<file path="config.mk">
export PLATFORM = sky130hd
export DESIGN_NAME = stopwatch_counter_flat
export DESIGN_NICKNAME = d
export VERILOG_FILES = /design/src/rtl/stopwatch_counter_if.sv /design/src/rtl/stopwatch_counter.sv /design/src/flat_wrapper.sv
export SDC_FILE = /design/constraint.sdc
export NUM_CORES = 1
export LEC_CHECK = 0
export BUFFER_PORTS_ARGS = -buffer_cell sky130_fd_sc_hd__buf_2
export CORE_MARGIN = 8
export CORE_UTILIZATION = 53
export DETAILED_ROUTE_END_ITERATION = 10
export PLACE_DENSITY = 0.76
export SLEW_MARGIN = 40
export SYNTH_ARGS = -nofsm -noshare
export SYNTH_HDL_FRONTEND = slang
export SYNTH_SLANG_ARGS = --single-unit
</file>
<file path="constraint.sdc">
create_clock -name clk -period 3.95 [get_ports clk]
set_clock_uncertainty 0.15 [all_clocks]
set_input_delay 1.185 -clock clk [delete_from_list [all_inputs] [get_ports clk]]
set_output_delay 1.185 -clock clk [all_outputs]
set_load 0.005 [all_outputs]
</file>
<file path="src/rtl/stopwatch_counter_if.sv">
// Control and display bundle for stopwatch_counter.
// The lap member exists only when STOPWATCH_LAP_EN is defined.
interface stopwatch_counter_if;
    logic       one_hz_tick;
    logic       two_hz_tick;
    logic       sel;
    logic       adj;
    logic       pause;
`ifdef STOPWATCH_LAP_EN
    logic       lap;
`endif
    logic [3:0] min1_count;
    logic [3:0] min0_count;
    logic [3:0] sec1_count;
    logic [3:0] sec0_count;
    logic       pause_state;
    logic       rollover;

    modport master (
        output one_hz_tick, two_hz_tick, sel, adj, pause,
`ifdef STOPWATCH_LAP_EN
        output lap,
`endif
        input  min1_count, min0_count, sec1_count, sec0_count, pause_state, rollover
    );

    modport slave (
        input  one_hz_tick, two_hz_tick, sel, adj, pause,
`ifdef STOPWATCH_LAP_EN
        input  lap,
`endif
        output min1_count, min0_count, sec1_count, sec0_count, pause_state, rollover
    );
endinterface

</file>
<file path="src/rtl/stopwatch_counter.sv">
// BCD MM:SS stopwatch time base: 1 Hz count, 2 Hz field adjust, pause toggle.
// Optional lap-hold display enabled by defining STOPWATCH_LAP_EN.
module stopwatch_counter #(
    parameter int unsigned MIN_MAX = 59,
    parameter int unsigned SEC_MAX = 59
) (
    input  logic                clk,
    input  logic                rst,
    stopwatch_counter_if.slave  sw
);

    localparam logic [6:0] MIN_TOP = 7'(MIN_MAX);
    localparam logic [6:0] SEC_TOP = 7'(SEC_MAX);

    logic [6:0] min_cnt;
    logic [6:0] sec_cnt;
    logic       pause_d;
    logic       pause_state;
    logic       rollover;
    logic       pause_rise;
    logic [6:0] disp_min;
    logic [6:0] disp_sec;

    function automatic logic [6:0] wrap_inc(input logic [6:0] v, input logic [6:0] top);
        return (v >= top) ? '0 : v + 7'd1;
    endfunction

    assign pause_rise = sw.pause & ~pause_d;

    // Tick gating uses the registered pause_state, so a same-cycle press still lets the tick through.
    always_ff @(posedge clk or negedge rst) begin
        if (!rst) begin
            min_cnt     <= '0;
            sec_cnt     <= '0;
            pause_d     <= 1'b0;
            pause_state <= 1'b0;
            rollover    <= 1'b0;
        end else begin
            pause_d  <= sw.pause;
            rollover <= 1'b0;
            if (pause_rise)
                pause_state <= ~pause_state;

            if (sw.adj) begin
                if (sw.two_hz_tick) begin
                    if (sw.sel)
                        sec_cnt <= wrap_inc(sec_cnt, SEC_TOP);
                    else
                        min_cnt <= wrap_inc(min_cnt, MIN_TOP);
                end
            end else if (sw.one_hz_tick && !pause_state) begin
                if (sec_cnt >= SEC_TOP) begin
                    sec_cnt <= '0;
                    min_cnt <= wrap_inc(min_cnt, MIN_TOP);
                    if (min_cnt >= MIN_TOP)
                        rollover <= 1'b1;
                end else begin
                    sec_cnt <= sec_cnt + 7'd1;
                end
            end
        end
    end

`ifdef STOPWATCH_LAP_EN
    logic       lap_d;
    logic       adj_d;
    logic       lap_hold;
    logic [6:0] snap_min;
    logic [6:0] snap_sec;

    always_ff @(posedge clk or negedge rst) begin
        if (!rst) begin
            lap_d    <= 1'b0;
            adj_d    <= 1'b0;
            lap_hold <= 1'b0;
            snap_min <= '0;
            snap_sec <= '0;
        end else begin
            lap_d <= sw.lap;
            adj_d <= sw.adj;
            if (sw.adj && !adj_d) begin
                lap_hold <= 1'b0;
            end else if (sw.lap && !lap_d) begin
                lap_hold <= ~lap_hold;
                if (!lap_hold) begin
                    snap_min <= min_cnt;
                    snap_sec <= sec_cnt;
                end
            end
        end
    end

    assign disp_min = lap_hold ? snap_min : min_cnt;
    assign disp_sec = lap_hold ? snap_sec : sec_cnt;
`else
    assign disp_min = min_cnt;
    assign disp_sec = sec_cnt;
`endif

    assign sw.min1_count  = 4'(disp_min / 7'd10);
    assign sw.min0_count  = 4'(disp_min % 7'd10);
    assign sw.sec1_count  = 4'(disp_sec / 7'd10);
    assign sw.sec0_count  = 4'(disp_sec % 7'd10);
    assign sw.pause_state = pause_state;
    assign sw.rollover    = rollover;

endmodule

</file>
<file path="src/flat_wrapper.sv">
// flat-port wrapper written by rule: the top's interface ports become plain ports
module stopwatch_counter_flat 
#(
    parameter int unsigned MIN_MAX = 59,
    parameter int unsigned SEC_MAX = 59
)
  (clk, rst, sw_one_hz_tick, sw_two_hz_tick, sw_sel, sw_adj, sw_pause, sw_min1_count, sw_min0_count, sw_sec1_count, sw_sec0_count, sw_pause_state, sw_rollover);
  stopwatch_counter_if sw_i ();
  input  logic clk;
  input  logic rst;
  input wire logic [$bits(sw_i.one_hz_tick)-1:0] sw_one_hz_tick;
  input wire logic [$bits(sw_i.two_hz_tick)-1:0] sw_two_hz_tick;
  input wire logic [$bits(sw_i.sel)-1:0] sw_sel;
  input wire logic [$bits(sw_i.adj)-1:0] sw_adj;
  input wire logic [$bits(sw_i.pause)-1:0] sw_pause;
  output wire logic [$bits(sw_i.min1_count)-1:0] sw_min1_count;
  output wire logic [$bits(sw_i.min0_count)-1:0] sw_min0_count;
  output wire logic [$bits(sw_i.sec1_count)-1:0] sw_sec1_count;
  output wire logic [$bits(sw_i.sec0_count)-1:0] sw_sec0_count;
  output wire logic [$bits(sw_i.pause_state)-1:0] sw_pause_state;
  output wire logic [$bits(sw_i.rollover)-1:0] sw_rollover;
  assign sw_i.one_hz_tick = sw_one_hz_tick;
  assign sw_i.two_hz_tick = sw_two_hz_tick;
  assign sw_i.sel = sw_sel;
  assign sw_i.adj = sw_adj;
  assign sw_i.pause = sw_pause;
  assign sw_min1_count = sw_i.min1_count;
  assign sw_min0_count = sw_i.min0_count;
  assign sw_sec1_count = sw_i.sec1_count;
  assign sw_sec0_count = sw_i.sec0_count;
  assign sw_pause_state = sw_i.pause_state;
  assign sw_rollover = sw_i.rollover;
  stopwatch_counter #(.MIN_MAX(MIN_MAX), .SEC_MAX(SEC_MAX)) u_core (.clk(clk), .rst(rst), .sw(sw_i));
endmodule
</file>
# Word-level counts from Yosys, hierarchy flattened
# Index checks and enable logic that the tools add are counted.
[word_totals]
regBits = 17
inputBits = 7
output_inout_bits = 18
word_cells = 40
[op_classes]
addsub = 2
div_mod_pow = 4
n_lt_le_gt_ge = 2
eq_ne = 3
mux = 15
n_bitwise = 3
n_reduce_logical = 6
[ops]
columns = ["cell", "count"]
rows = [
  ["7-bit 2-to-1 mux", 11],
  ["7-bit by 1-bit adder with 7-bit output (second input constant)", 2],
  ["7-bit by 4-bit divider with 7-bit output (second input constant)", 2],
  ["7-bit by 6-bit greater-or-equal comparator with 1-bit output (second input constant)", 2],
  ["7-bit by 4-bit remainder unit with 7-bit output (second input constant)", 2],
  ["2-bit inequality test (second input constant)", 3],
  ["1-bit 2-to-1 mux", 4],
  ["4-bit AND reduction", 1],
  ["2-bit nonzero test", 2],
  ["3-bit AND reduction", 1],
  ["1-bit NOT", 2],
  ["1-bit AND", 1],
  ["1-bit logical AND", 1],
  ["1-bit zero test", 1],
]

# Depth between registers and ports, before layout
# Gate-level depths: netlist (run 1).
[depth]
ltp_word = 5
depth_mapped = 10
mapped_depth_nobuf = 9

# Least setup slack after synthesis (run 1)
# Ideal clock, no wire load.
[synth_timing]
kind = "register to output"
from = "reg u_core.min_cnt[6], in the netlist u_core.disp_min[6]"
to = "out sw_min0_count[1]"
t_arrival_ns = 1.944
t_required_ns = 2.615
setup_slack_ns = 0.671
stages_incl_launch_ff = 10
n_path_buf = 2
cell_sequence = "dfrtp_1 > buf_4 > clkbuf_1 > a31o_2 > a21oi_1 > ha_1 > inv_1 > a21bo_1 > a31o_4 > xnor2_2"
[synth_via]
elab_chain_len = 1
[synth_rtl]
columns = ["item", "line_no", "source"]
rows = [
  ["start, declared", "stopwatch_counter.sv:15", "logic [6:0] min_cnt;"],
  ["start signal, assigned", "stopwatch_counter.sv:49", "min_cnt <= wrap_inc(min_cnt, MIN_TOP);"],
  ["start signal, assigned", "stopwatch_counter.sv:54", "min_cnt <= wrap_inc(min_cnt, MIN_TOP);"],
  ["7-bit by 4-bit remainder unit with 7-bit output", "stopwatch_counter.sv:101", "assign sw.min0_count = 4'(disp_min % 7'd10);"],
  ["end, declared", "flat_wrapper.sv:17", "output wire logic [$bits(sw_i.min0_count)-1:0] sw_min0_count;"],
]
# Every way passes these cells.

# Worst setup path after layout (run 1)
[layout_timing]
from = "reg u_core.min_cnt[3], in the netlist u_core.disp_min[3]"
to = "out sw_min0_count[2]"
# The elaborated chain is that of the path after synthesis.

==> impl_metrics.csv, run 1 <==
group,metric,value,unit
global_routing,antenna_found_initial,0,
synthesis,synth-edff-count,0,
global_routing,grt_pass1_wl,6000,um
clocking,ctsResizeCount,0,
clocking,clk_path_buf_depth,2,
layout,fin_area,0.00172,mm^2
layout,drive_above_1_share,19.6,%
floorplan,core_area,0.00295,mm^2
synthesis,synth_ff_type,"dfrtp_1",
global_routing,grt_max_degree,18,
layout,multi_input_area,0.00103,mm^2
setup_path,slowest_stage,"dfrtp_1",
floorplan,dieArea,0.00502,mm^2
global_routing,grt_pass1_vias,1404,
timing,fmax,264,MHz
layout,final-seq-area,430,um^2
power,pwr-share-comb,63.3,%
layout,n_antenna_cell,0,
clocking,htree_levels,1,
synthesis,synthArstFlopShare,100,%
synthesis,syn_area_per_cell,8.01,um^2
power,seqPwrFrac,29.1,%
clocking,post_cts_buffers,0,
floorplan,die_y,70.8,um
clocking,cts_sinks,17,
clocking,root_buffer,"clkbuf_4",
power,pwr-share-clk,7.6,%
layout,final_cell_mix,"24 x buf_2, 23 x o21ai_0, 13 x nand2_1, 13 x nor2_1, 13 x dfrtp_1",
place,postPlaceCellArea,0.00168,mm^2
floorplan,rows,20,
route,wl,3480,um
power,p_int,634,uW
place,gp_congestion,0.807,
timing,setup_viol,0,
layout,num-nets-final,230,
setup_path,crit_chain,"or2_0, or3b_1, o22ai_1, a21oi_2, ha_1, inv_1, o21ai_0, a21o_1, o21ai_0, buf_2",
setup_path,cp_data_required_time,2610,ps
timing,period_share,95.9,%
global_routing,grt_usage,14.1,%
route,first_pass_iters,4,
power,switchingPower,568,uW
setup_path,max_stage_delay,490,ps
power,vdd_drop_max,0.000334,V
place,io_buffers,24,
clocking,cts_tree,"done",
setup_path,critPathMaxFanout,12,
global_routing,grt_overflow,0,
flow_run,maxCapViolCount,0,
route,ant_nets,0,
clocking,clock_latency,280,ps
timing,max_slew_margin,53.3,%
route,via_count,1514,
synthesis,synth_area,0.00159,mm^2
setup_path,cp_top_family,"simple AND/OR/NAND/NOR gates",
clocking,cts-hold-fix-buffers,0,
place,dpl.cell_count,243,
timing,tightest_slew,700,ps
synthesis,synth-seq-area-share,26.7,%
route,wl_per_cell,14.1,um
timing,maxSlewViolCount,0,
min_path,hold_class,"register to register",
layout,fin_cells,247,
synthesis,synth-warning-count,0,
floorplan,die_w,70.8,um
clocking,clk_pin_slew_worst_paths,90,ps
synthesis,syn_nets,214,
setup_path,crit_path_end_kind,"output port",
timing,final_hold_viol_count,0,
layout,fill_cells,268,
setup_path,cp.arrival,2450,ps
layout,area_growth,7.85,%
setup_path,critPathKind,"register to output port",
floorplan,ios,25,
clocking,cts_buffers,3,
floorplan,start_util,54.0,%
setup_path,critPathLaunchType,"register",
status,run_status,"finished clean",
timing,period_needed,3790,ps
route,drc,0,
power,p_per_area,699,mW/mm^2
setup_path,path_common_cell,"o21ai_0",
place,dp_hpwl,2570,um
synthesis,ys_ff_latch,17,
layout,final_common_cell,"buf_2",
power,switching_share,47.3,%
route,via_per_inst,6.13,
route,detail_route.iter0.violations,164,
synthesis,synthCells,199,
setup_path,crit_buf_inv,2,
power,leakage,0.000760,uW
synthesis,ys_types,55,
## area by class of cell
type	instances	share of cell area (%)
clock buffer	4	1.53
sequential	17	25.0
timing repair buffer	28	8.73
tap	33	2.40
multi-input combinational	153	59.7
inverter	12	2.62
## final timing paths
path	startpoint	endpoint	slack [ps]	cells past startpoint
max in group asynchronous	rst	u_core.disp_min[5]	2710	1
hold reg to reg	u_core.sw.pause_state	u_core.sw.pause_state	370	1
hold / removal	u_core.sw.pause_state	u_core.sw.pause_state	370	1
setup / recovery	u_core.disp_min[3]	sw_min0_count[2]	160	10
setup reg to reg	u_core.disp_sec[0]	u_core.disp_min[5]	1450	6
min in group asynchronous	rst	u_core.disp_sec[2]	650	1
## per-layer routing
layer,part of all wire [%],GRT usage (%)
met5,0,0
met4,0.49,5.31
met3,5.7,2.82
met2,47,23.5
met1,46,17.3
## sequential cells by signal, indices dropped and copies added (netlist names)
| register | cells |
|---|---|
| u_core.disp_sec | 7 |
| u_core.pause_d | 1 |
| u_core.disp_min | 7 |
| u_core.sw.pause_state | 1 |
| u_core.sw.rollover | 1 |
## power by group through the flow
stage	combinational, uW	clock, uW	sequential, uW
5_1_grt	862	102	366
3_3_place_gp	720	0	341
2_1_floorplan	622	0	278
6_report	761	90.9	350
3_5_place_dp	760	0	349
4_1_cts	762	93.8	347
## cell usage after synthesis, types with 3 or more instances
cell | n | area share (%)
o31ai_1 | 4 | 1.9
buf_2 | 6 | 1.9
nand2b_1 | 4 | 1.6
or3b_1 | 3 | 1.6
nor3_1 | 6 | 1.9
a21oi_1 | 7 | 2.2
nor2_1 | 13 | 3.1
o21ai_0 | 23 | 7.2
nand2_1 | 13 | 3.1
nor2b_1 | 3 | 1.2
ha_1 | 8 | 6.3
a31oi_1 | 5 | 2.0
a22o_1 | 3 | 1.6
xnor2_1 | 5 | 2.7
dfrtp_1 | 17 | 27
buf_4 | 4 | 1.9
nand3_1 | 5 | 1.6
o211ai_1 | 3 | 1.4
clkbuf_1 | 5 | 1.2
inv_1 | 12 | 2.8
and2_1 | 3 | 1.2
o22ai_1 | 3 | 1.2
## metrics by stage
stage / util, % / setup TNS [ps] / setup slack [ps] / hold WS (ps) / total power [uW]
4_1_cts: 57.9 / 0 / 28.1 / 376 / 1200
2_1_floorplan: - / 0 / 671 / 339 / 900
3_3_place_gp: 57.0 / 0 / 448 / 332 / 1060
3_5_place_dp: 57.0 / 0 / 354 / 361 / 1110
6_report: 58.2 / 0 / 163 / 371 / 1200
5_1_grt: 58.2 / -24.1 / -12.5 / 405 / 1330
## worst reg2reg max path: cells and delay by family (launching register included)
kind	cells	cell delay [ps]
AOI/OAI and AO/OA	4	1390
DFF	1	460
adders and majority gates	1	280
and+or+nand+nor	1	120
## kinds of logic (layout without fill, tap and decap cells)
family / Yosys count / count (layout) / share of synthesized area [%]
muxes: 1 / 1 / 0.628
buffers and inverters: 29 / 44 / 9.18
adders and majority gates: 8 / 8 / 6.28
DFF: 17 / 17 / 26.7
xor gates and xnor gates: 8 / 8 / 4.87
AOI/OAI and AO/OA: 71 / 71 / 30.4
and+or+nand+nor: 65 / 65 / 22.0
(Power assumes the default switching activity.)
==> run 2: changes to the inputs <==
Settings changed: CORE_UTILIZATION 53 to 57, PLACE_DENSITY 0.76 to 0.81.
==> run 2 against run 1 <==
Net effect:
- worst hold slack got worse by 12 ps
- largest power group unchanged
- final cell count shrank 0.40%
- via count rose by 1.6%
- worst setup slack worse by 37 ps
- combinational power increased by 2%
- cell area is 0.95% higher
- wire length grew 10%
- clock power up 11%
- non-clock buffer count rose by 1
- global-route usage is 2.1 points higher
- register-to-register slack worse by 30 ps
==> impl_metrics.csv, run 2 (synthesis gave the netlist of run 1 again) <==
group,metric,value,unit
setup_path,r2r_end,"u_core.disp_min[4]",
route,via_per_inst,6.25,
setup_path,cp_data_required_time,2610,ps
global_routing,gr-usage-met3,2.75,%
route,via_count,1538,
layout,n_antenna_cell,0,
power,pwr-share-clk,8.2,%
setup_path,path_common_cell,"o21ai_0",
place,dpl.cell_count,241,
setup_path,reg2reg_depth,7,
setup_path,critPathMaxFanout,13,
power,vdd_drop_max,0.000439,V
setup_path,cp.arrival,2490,ps
setup_path,crit_chain,"or2_0, or3b_1, o22ai_1, a21oi_2, ha_1, inv_1, o21ai_0, a21o_1, o21ai_0, buf_2",
floorplan,dieArea,0.00474,mm^2
layout,final_cell_mix,"24 x buf_2, 23 x o21ai_0, 13 x nand2_1, 13 x nor2_1, 12 x inv_1",
route,detail_route.iter0.violations,114,
floorplan,die_w,68.9,um
global_routing,grt_max_degree,21,
place,dp_hpwl,2720,um
clocking,cts-hold-fix-buffers,0,
power,p_per_area,713,mW/mm^2
status,run_status,"finished clean",
route,wl_per_cell,15.6,um
clocking,cts_tree,"done",
place,io_buffers,24,
layout,final_common_cell,"buf_2",
route,wl,3830,um
power,seqPwrFrac,28.8,%
min_path,whs_path_depth,1,
power,leakage,0.000761,uW
global_routing,grt_pass1_vias,1424,
layout,fin_area,0.00174,mm^2
timing,fmax,261,MHz
timing,tightest_slew,718,ps
clocking,clk_pin_slew_worst_paths,110,ps
clocking,htree_levels,1,
setup_path,slowest_stage,"dfrtp_2",
timing,period_share,96.8,%
layout,drive_above_1_share,21.9,%
timing,tns,0,ps
floorplan,core_area,0.00271,mm^2
clocking,root_buffer,"clkbuf_4",
global_routing,grtUsageMet1,19.1,%
min_path,holdPathEnd,"u_core.sw.pause_state",
flow_run,maxCapViolCount,0,
power,p_int,636,uW
global_routing,grt_usage,16.2,%
setup_path,r2r_start,"u_core.disp_sec[0]",
clocking,cts_sinks,17,
min_path,hold_class,"register to register",
setup_path,max_stage_delay,510,ps
global_routing,antenna_found_initial,0,
min_path,min_from,"u_core.sw.pause_state",
floorplan,ios,25,
setup_path,critPathKind,"register to output port",
global_routing,grt_overflow,0,
timing,maxSlewViolCount,0,
timing,max_slew_margin,52.2,%
timing,final_hold_viol_count,0,
global_routing,busiest_layer,"met2",
clocking,clock_latency,310,ps
power,switching_share,48.5,%
setup_path,critPathLaunchType,"register",
timing,setup_viol,0,
floorplan,rows,19,
power,pwr-share-comb,63.0,%
setup_path,cp_top_family,"compound AO/OA/AOI/OAI gates",
global_routing,grt_pass1_wl,6130,um
clocking,cts_buffers,3,
setup_path,rrSetupSlack,1420,ps
place,gp_congestion,0.845,
floorplan,start_util,58.8,%
power,switchingPower,600,uW
clocking,clk_path_buf_depth,2,
layout,fill_cells,249,
route,ant_nets,0,
layout,area_growth,8.87,%
setup_path,crit_path_end_kind,"output port",
route,drc,0,
setup_path,crit_buf_inv,2,
route,first_pass_iters,4,
global_routing,grt.met2_usage,29.1,%
place,postPlaceCellArea,0.00168,mm^2
timing,period_needed,3820,ps
layout,fin_util,64.0,%
floorplan,die_y,68.9,um
layout,num-nets-final,231,
layout,fin_cells,246,
## run 2: what timing repair did
item	CTS	global route
gates resized for setup	1	8
buffers inserted	0	1
endpoints found under the setup margin	1	4
## run 2: area by class of cell
| type | instances | area [um^2] | share of cell area, % |
|---|---|---|---|
| clock buffers | 3 | 22.5 | 1.30 |
| clock inverters | 1 | 7.51 | 0.433 |
| inverters | 12 | 45.0 | 2.60 |
| multi-input cells | 153 | 1030 | 59.3 |
| flip-flops and latches | 17 | 435 | 25.1 |
| well taps | 31 | 38.8 | 2.24 |
| repair buffers | 29 | 158 | 9.08 |
## run 2: worst max-delay path by stage
stage	from	slack [ps]	depth (start not counted)	to
global placement	u_core.disp_min[6]	370	10	sw_min0_count[1]
global route	u_core.disp_sec[2]	-9	8	sw_sec0_count[1]
CTS	u_core.disp_min[2]	20	10	sw_min0_count[1]
finish	u_core.disp_min[3]	130	10	sw_min0_count[2]
floorplan	u_core.disp_min[6]	670	9	sw_min0_count[1]
detailed placement	u_core.disp_min[6]	240	10	sw_min0_count[1]
## run 2: layer usage
metal	vias to the layer above	routed length [um]
li1	760	-
met1	724	1540
met4	0	74
met5	-	0
met3	11	205
met2	43	2010
## run 2: worst reg2reg max path, delay by kind of cell, from the launching register on
family                   cells  cell delay [ps]
AO/OA/AOI/OAI                4             1280
flip-flops                   1              460
adder cells (fa/ha/maj)      1              270
AND/OR/NAND/NOR              2              260
## run 2: power by group through the flow
stage               logic [uW]  registers (uW)  clock network [uW]
floorplan                  622             278                   0
CTS                        773             347                 101
detailed placement         766             349                   0
global route               866             371                 106
global placement           725             343                   0
finish                     779             356                 101
## run 2: per-stage QoR
step | total power [uW] | hold slack (ps) | setup WS [ps]
final | 1240 | 359 | 126
after CTS | 1220 | 364 | 15.8
after floorplan | 900 | 339 | 671
after global placement | 1070 | 336 | 366
after detailed placement | 1110 | 344 | 239
after global routing | 1340 | 377 | -8.87
==> run 3: changes to the inputs <==
--- a/config.mk
+++ b/config.mk
@@ -11,5 +11,5 @@
 export DETAILED_ROUTE_END_ITERATION = 10
 export PLACE_DENSITY = 0.81
-export SLEW_MARGIN = 40
+export SETUP_SLACK_MARGIN = 0.2
 export SYNTH_ARGS = -nofsm -noshare
 export SYNTH_HDL_FRONTEND = slang
--- a/constraint.sdc
+++ b/constraint.sdc
@@ -3,3 +3,3 @@
 set_input_delay 1.185 -clock clk [delete_from_list [all_inputs] [get_ports clk]]
 set_output_delay 1.185 -clock clk [all_outputs]
-set_load 0.005 [all_outputs]
+set_load 0.1 [all_outputs]
==> run 3 against run 2 <==
Net effect:
- critical path depth is the same
- sequential share of layout area shrank 4.7 points
- final cell count grew 11%
- first-iteration DRC count grew 4.4%
- maximum frequency grew 2.3%
- worst hold slack gained 1.5 ps
- flip-flop and latch count is the same
- register-to-register slack is essentially flat
- worst setup slack gained 88 ps
- utilization grew 15 points
- cell area grew 24%
- critical path type unchanged
==> impl_metrics.csv, run 3 (synthesis gave the netlist of run 1 again) <==
group,metric,value,unit
timing,fmax,268,MHz
setup_path,cp.arrival,2400,ps
route,via_per_inst,6.14,
route,ant_nets,0,
global_routing,grt_pass1_vias,1714,
timing,whs,360,ps
route,via_count,1675,
clocking,cts-hold-fix-buffers,0,
clocking,clock_latency,290,ps
setup_path,cp_data_required_time,2610,ps
route,detail_route.iter0.violations,119,
status,run_status,"finished clean",
clocking,root_buffer,"clkbuf_4",
place,dpl.cell_count,244,
setup_path,critPathKind,"register to output port",
global_routing,grt_usage,20.1,%
layout,final_common_cell,"buf_4",
floorplan,die_w,68.9,um
clocking,htree_levels,1,
clocking,clk_path_buf_depth,2,
global_routing,antenna_found_initial,0,
timing,tns,0,ps
layout,fin_cells,273,
clocking,clk_pin_slew_worst_paths,100,ps
layout,n_antenna_cell,0,
route,wl,4350,um
route,wl_per_cell,15.9,um
floorplan,die_y,68.9,um
timing,maxSlewViolCount,0,
timing,setup_viol,0,
layout,area_growth,34.5,%
clocking,cts_buffers,3,
floorplan,dieArea,0.00474,mm^2
place,dp_hpwl,2840,um
min_path,min_from,"u_core.sw.pause_state",
setup_path,r2r_start,"u_core.disp_sec[0]",
global_routing,grt_max_degree,18,
layout,num-nets-final,258,
route,drc,0,
timing,max_slew_margin,52.2,%
floorplan,ios,25,
setup_path,crit_start,"u_core.disp_min[3]",
place,io_buffers,24,
setup_path,crit_path_end_kind,"output port",
place,gp_congestion,0.832,
timing,rsz0062_at_grt,"yes",
setup_path,critPathLaunchType,"register",
layout,final_cell_mix,"31 x buf_4, 20 x o21ai_0, 17 x buf_2, 13 x nand2_1, 12 x nor2_1",
layout,drive_above_1_share,38.8,%
global_routing,grt_pass1_wl,7530,um
route,first_pass_iters,4,
flow_run,maxCapViolCount,0,
timing,period_needed,3740,ps
floorplan,core_area,0.00271,mm^2
timing,final_hold_viol_count,0,
clocking,cts_sinks,17,
timing,tightest_slew,717,ps
timing,period_share,94.6,%
floorplan,start_util,58.8,%
global_routing,grt_overflow,0,
setup_path,critPathMaxFanout,7,
clocking,cts_tree,"done",
min_path,hold_class,"register to register",
floorplan,rows,19,
## run 3: metal layers
| layer | vias to the layer above | track usage, % | share of wire (%) |
|---|---|---|---|
| met5 | - | 0 | 0 |
| met2 | 61 | 36.0 | 52 |
| met1 | 788 | 22.8 | 40 |
| met4 | 0 | 9.02 | 1.9 |
| li1 | 815 | - | - |
| met3 | 11 | 3.23 | 6.1 |
## run 3: final timing paths
kind                                               to  slack (ps)  depth (start not counted)
worst max-delay path                 sw_min0_count[1]         210                         10
worst min-delay path            u_core.sw.pause_state         360                          1
worst max register to register     u_core.disp_min[3]        1420                          6
worst min register to register  u_core.sw.pause_state         360                          1
max in group asynchronous          u_core.disp_min[6]        2710                          1
min in group asynchronous          u_core.disp_sec[6]         640                          1
## run 3: worst max-delay path: stages, from the launching register on
cell	delay, ps
dfrtp_2	460
or3b_4	260
a21oi_2	60
a31o_4	210
a21oi_4	160
ha_4	160
inv_2	30
a21bo_1	190
a31o_4	240
xnor2_4	150
buf_12	190
## run 3: cell type report
class                           instances  area [um^2]
Clock inverter                          1         5.00
Multi-Input combinational cell        153         1140
Tap cell                               31         38.8
Timing Repair Buffer                   56          457
Fill cell                             179          567
Inverter                               12         45.0
Sequential cell                        17          438
Clock buffer                            3         22.5
## run 3: what timing repair did
item | in CTS | in global routing
resized for setup | 15 | 8
pin swaps | 5 | 4
buffers inserted | 22 | 3
setup endpoints to repair | 8 | 7
## run 3: per-stage QoR
stage	cell area [um^2]	setup slack, ps	util, %
after floorplan	1720	-310	-
after global placement	1880	365	69.5
after detailed placement	1880	251	69.5
after CTS	2100	185	77.7
after global routing	2140	87.5	79.1
final	2140	213	79.1
Power of run 3 is left out: the tool's default activity adds up to more than one toggle a clock period on the data nets, which glitch-free logic cannot reach.
